File: src/rtl/avalon_mm_master.sv
// Single-outstanding Avalon-MM master: accepts one command, runs it on m0_*, returns one response.
// Optional per-transaction watchdog enabled by defining AVM_MASTER_TIMEOUT_EN.
module avalon_mm_master #(
  parameter int          TIMEOUT_CYCLES = 1024,
  parameter logic [31:0] ERR_DATA       = 32'hDEADBEEF
) (
  input  logic        clk_clk,
  input  logic        reset_reset_n,
  input  logic        cmd_valid,
  output logic        cmd_ready,
  input  logic        cmd_write,
  input  logic [23:0] cmd_addr,
  input  logic [31:0] cmd_wdata,
  input  logic [3:0]  cmd_be,
  output logic        rsp_valid,
  input  logic        rsp_ready,
  output logic [31:0] rsp_data,
  output logic        rsp_error,
  output logic [23:0] m0_address,
  output logic        m0_read,
  output logic        m0_write,
  output logic [31:0] m0_writedata,
  output logic [3:0]  m0_byteenable,
  output logic        m0_burstcount,
  output logic        m0_debugaccess,
  input  logic        m0_waitrequest,
  input  logic [31:0] m0_readdata,
  input  logic        m0_readdatavalid
);

  typedef enum logic [1:0] {IDLE, REQ, RDWAIT, RSP} state_t;
  state_t state;

  // Gated by reset so cmd_ready is low while held in reset and high on the first cycle after release.
  assign cmd_ready      = (state == IDLE) && reset_reset_n;
  assign m0_burstcount  = 1'b1;
  assign m0_debugaccess = 1'b0;

`ifdef AVM_MASTER_TIMEOUT_EN
  localparam logic [15:0] TMO_LAST = 16'(TIMEOUT_CYCLES - 1);
  logic [15:0] tmo_cnt;
  logic        rsp_error_q;
  assign rsp_error = rsp_error_q;
`else
  logic unused_cfg;
  assign unused_cfg = ^{ERR_DATA, 16'(TIMEOUT_CYCLES)};
  assign rsp_error  = 1'b0;
`endif

  always_ff @(posedge clk_clk or negedge reset_reset_n) begin
    if (!reset_reset_n) begin
      state         <= IDLE;
      rsp_valid     <= 1'b0;
      rsp_data      <= 32'h0;
      m0_read       <= 1'b0;
      m0_write      <= 1'b0;
      m0_address    <= 24'h0;
      m0_writedata  <= 32'h0;
      m0_byteenable <= 4'h0;
`ifdef AVM_MASTER_TIMEOUT_EN
      tmo_cnt       <= 16'h0;
      rsp_error_q   <= 1'b0;
`endif
    end else begin
      case (state)
        IDLE: begin
          if (cmd_valid) begin
            state         <= REQ;
            m0_address    <= cmd_addr;
            m0_writedata  <= cmd_wdata;
            m0_byteenable <= cmd_be;
            m0_read       <= ~cmd_write;
            m0_write      <= cmd_write;
`ifdef AVM_MASTER_TIMEOUT_EN
            tmo_cnt       <= 16'h0;
            rsp_error_q   <= 1'b0;
`endif
          end
        end
        REQ: begin
          // Completion is tested before the watchdog so it wins a same-cycle tie.
          if (!m0_waitrequest) begin
            m0_read  <= 1'b0;
            m0_write <= 1'b0;
            if (m0_write) begin
              state     <= RSP;
              rsp_valid <= 1'b1;
              rsp_data  <= 32'h0;
            end else if (m0_readdatavalid) begin
              state     <= RSP;
              rsp_valid <= 1'b1;
              rsp_data  <= m0_readdata;
            end else begin
              state <= RDWAIT;
            end
          end
`ifdef AVM_MASTER_TIMEOUT_EN
          else if (tmo_cnt == TMO_LAST) begin
            m0_read     <= 1'b0;
            m0_write    <= 1'b0;
            state       <= RSP;
            rsp_valid   <= 1'b1;
            rsp_data    <= ERR_DATA;
            rsp_error_q <= 1'b1;
          end else begin
            tmo_cnt <= tmo_cnt + 16'h1;
          end
`endif
        end
        RDWAIT: begin
          if (m0_readdatavalid) begin
            state     <= RSP;
            rsp_valid <= 1'b1;
            rsp_data  <= m0_readdata;
          end
`ifdef AVM_MASTER_TIMEOUT_EN
          else if (tmo_cnt == TMO_LAST) begin
            state       <= RSP;
            rsp_valid   <= 1'b1;
            rsp_data    <= ERR_DATA;
            rsp_error_q <= 1'b1;
          end else begin
            tmo_cnt <= tmo_cnt + 16'h1;
          end
`endif
        end
        RSP: begin
          if (rsp_ready) begin
            state     <= IDLE;
            rsp_valid <= 1'b0;
          end
        end
        default: state <= IDLE;
      endcase
    end
  end

endmodule
File: config.mk
export PLATFORM = sky130hd
export DESIGN_NAME = avalon_mm_master
export DESIGN_NICKNAME = d
export VERILOG_FILES = /design/src/rtl/avalon_mm_master.sv
export SDC_FILE = /design/constraint.sdc
export NUM_CORES = 1
export LEC_CHECK = 0
export BUFFER_PORTS_ARGS = -buffer_cell sky130_fd_sc_hd__buf_4
export CORE_MARGIN = 1.5
export CORE_UTILIZATION = 45
export CTS_CLUSTER_SIZE = 25
export DETAILED_ROUTE_END_ITERATION = 16
export GPL_ROUTABILITY_DRIVEN = 0
export GPL_TIMING_DRIVEN = 0
export PLACE_DENSITY = 0.79
export SYNTH_ARGS = -nofsm -noshare
export SYNTH_HDL_FRONTEND = slang
export SYNTH_SLANG_ARGS = --single-unit
export TNS_END_PERCENT = 10
File: constraint.sdc
create_clock -name clk_clk -period 2.4 [get_ports clk_clk]
set_clock_uncertainty 0.2 [all_clocks]
set_input_delay 0.24 -clock clk_clk [delete_from_list [all_inputs] [get_ports clk_clk]]
set_output_delay 0.24 -clock clk_clk [all_outputs]
set_load 0.01 [all_outputs]
==> metrics <==
static leakage=3.14 nW; combinational power share=48.6%; largest net degree at the start of global routing=99; Final Cycle Share=84.3%; register area share after synthesis=63.1%; sequential power share=38.8%; VDD IR max=0.000678 V; deepest clock path buffer count=2; aggregate routed wire length=11400 µm; Critical Path Start Type=register; DP Area=5440 µm²; drt first pass iters=6; # IOs=198; CP delay by family, top=flip-flops; Port Buf Inserts=194; Seq. cell area=2430 µm²; most common cell after layout, fill and taps aside=buf_4; WP data arrival=2.06 ns; Rel. slew slack=19.8%; Hold/Removal Path Class=in -> async; crit path launch=state[0]$_DFFE_PN0P_; sw frac=34.1%; Int Power=0.00496 W; drt drc=0; worst-margin pin slew=1.20 ns; Initial Util=46.6%; Fillers=465; number of synthesized flops with an enable pin=0; area of the die=9120 µm²; Critical Path End Type=register; Peak Freq=0.494 GHz; CTS tree=yes; top_reg_cell synth=dfrtp_1; sw power=0.00257 W; fraction of registers with async set/reset=100%; number of global-route vias before repair=3605; clock share of power=12.6%; Max Cap Violations=0; WHS=-0.0960 ns; CP Class=reg -> reg; post-route setup TNS=0 ns; outcome=complete, but fails checks; Die X-Extent=95.5 µm; clk sinks=97; commonest cells after routing, fill and taps aside=197 x buf_4, 97 x dfrtp_1, 93 x dlygate4sd3_1; fin area=6540 µm²; reg2reg path depth=5; cells after synthesis=245; fin util=79.2%; Distinct cells, synth=23; Avg Inst Size Synth=15.7 µm²; Slew Viols, Final=0; nets@finish=648; detailed-route vias per instance=4.98; row cnt=33; worst path cell trace=inv_1 > ha_1 > nand2_1 > buf_2 > mux2_1; Clock transition at path regs=0.10 ns; number of routed nets with antenna violations=0; Die Height=95.5 µm; DP HPWL=6840 µm; failing checks=hold timing; Largest stage delay, worst path=0.42 ns; WP depth=5; layout cells sized above 1=51.2%; Syn. warnings=0; worst-path fanout max=10; final hold violations=81; GRT Total Usage=25.2%; routed len/inst=17.4 µm; total number of vias=3254; initial antenna violation count=0; clk_lat worst skew=0.34 ns; Congestion Overflow GR=0; Final Critical Period=2.02 ns; Required @ worst endpoint=2.43 ns; synthesized flop and latch total=97; Core Footprint=8260 µm²; unrepaired setup endpoints after global routing=false; Multi-input gate area=1280 µm²; H-tree levels=3; CP max-delay cell=dfrtp_1; first-pass GRT wire length=17200 µm; initial drt markers=106; fin cells=654; Setup-failing EPs final=0; Antenna Cells=0; worst r2r src=state[0]$_DFFE_PN0P_; PD cells=1150 nW/µm²; Synth Cell Area=3850 µm²; total placed cells including tap cells=545; Buf/Inv on CP=2; CTS root buffer=clkbuf_8; Area growth syn-to-layout=69.9%; Num CTS Buffers=9
[cell families after synthesis]
| kind of cell | synth area share (%) |
|---|---|
| muxes | 19.0 |
| adders and majority gates | 1.63 |
| other | 0.195 |
| buffers and inverters | 3.80 |
| AOI/OAI and AO/OA | 9.85 |
| DFF | 63.1 |
| and+or+nand+nor | 2.44 |
[metal layers]
layer	track usage, %	wire, µm	vias to the layer above
li1	-	-	1503
met1	26.9	4230	1591
met2	47.4	6140	138
met3	5.74	759	22
met4	10.2	261	0
met5	0	0	-
[state kept, by name (all words and copies together), names as in the netlist]
name and cells:
m0_writedata 32, m0_address 24, rsp_valid 1, m0_write 1
m0_byteenable 4, m0_read 1, rsp_data 32, state 2
[per-stage QoR]
stage | worst slack (ns) | power (W)
after CTS | 0.372 | 0.00750
final | 0.376 | 0.00754
after floorplan | 0.666 | 0.00467
after detailed placement | 0.359 | 0.00643
after global routing | 0.204 | 0.00797
after global placement | 0.387 | 0.00628
[cell type report]
class                   instances  share of cell area [%]
clock buffers                  10                    1.95
plain buffers                  18                    2.07
inverters                       3                   0.172
multi-input cells             128                    19.6
well taps                     105                    2.01
repair buffers                287                    36.5
flip-flops and latches         97                    37.1
clock inverters                 6                   0.631
[cells in the mapped netlist, types with 2 or more instances]
cell type   n  area [µm²]
buf_4       3        22.5
buf_6       6        67.6
ha_1        5        62.6
a32o_1     32         320
nand2b_1    2        12.5
nand2_1     6        22.5
and2b_4     2        20.0
dfrtp_1    97        2430
nor2b_1     3        18.8
inv_1       3        11.3
mux2_2     51         574
nor2_1      2        7.51
mux2_1     14         158
conb_1      2        7.51
buf_2       9        45.0
[power groups by stage]
stage | clock, W | sequential [W] | combinational, W
2_1_floorplan | 0 | 0.00326 | 0.00142
3_3_place_gp | 0 | 0.00287 | 0.00342
3_5_place_dp | 0 | 0.00291 | 0.00352
4_1_cts | 0.000969 | 0.00288 | 0.00364
5_1_grt | 0.00103 | 0.00301 | 0.00393
6_report | 0.000947 | 0.00292 | 0.00367
[path summary, 6_finish.rpt]
check                                          endpoint  slack [ns]
max                          m0_address[18]$_DFFE_PN0P_        0.38
min                         m0_writedata[8]$_DFFE_PN0P_        -0.1
max reg2reg                  m0_address[18]$_DFFE_PN0P_        0.38
min reg2reg                  m0_address[19]$_DFFE_PN0P_        0.30
max in group asynchronous  m0_writedata[22]$_DFFE_PN0P_        1.29
min in group clk_clk                m0_read$_DFFE_PN0P_        0.02
[repair_timing]
item	in CTS	in global routing
hold buffers	93	0
resized for setup	0	0
buffers inserted	0	0
hold endpoints to repair	181	0
Note: power is estimated with default switching activity, not from simulation.
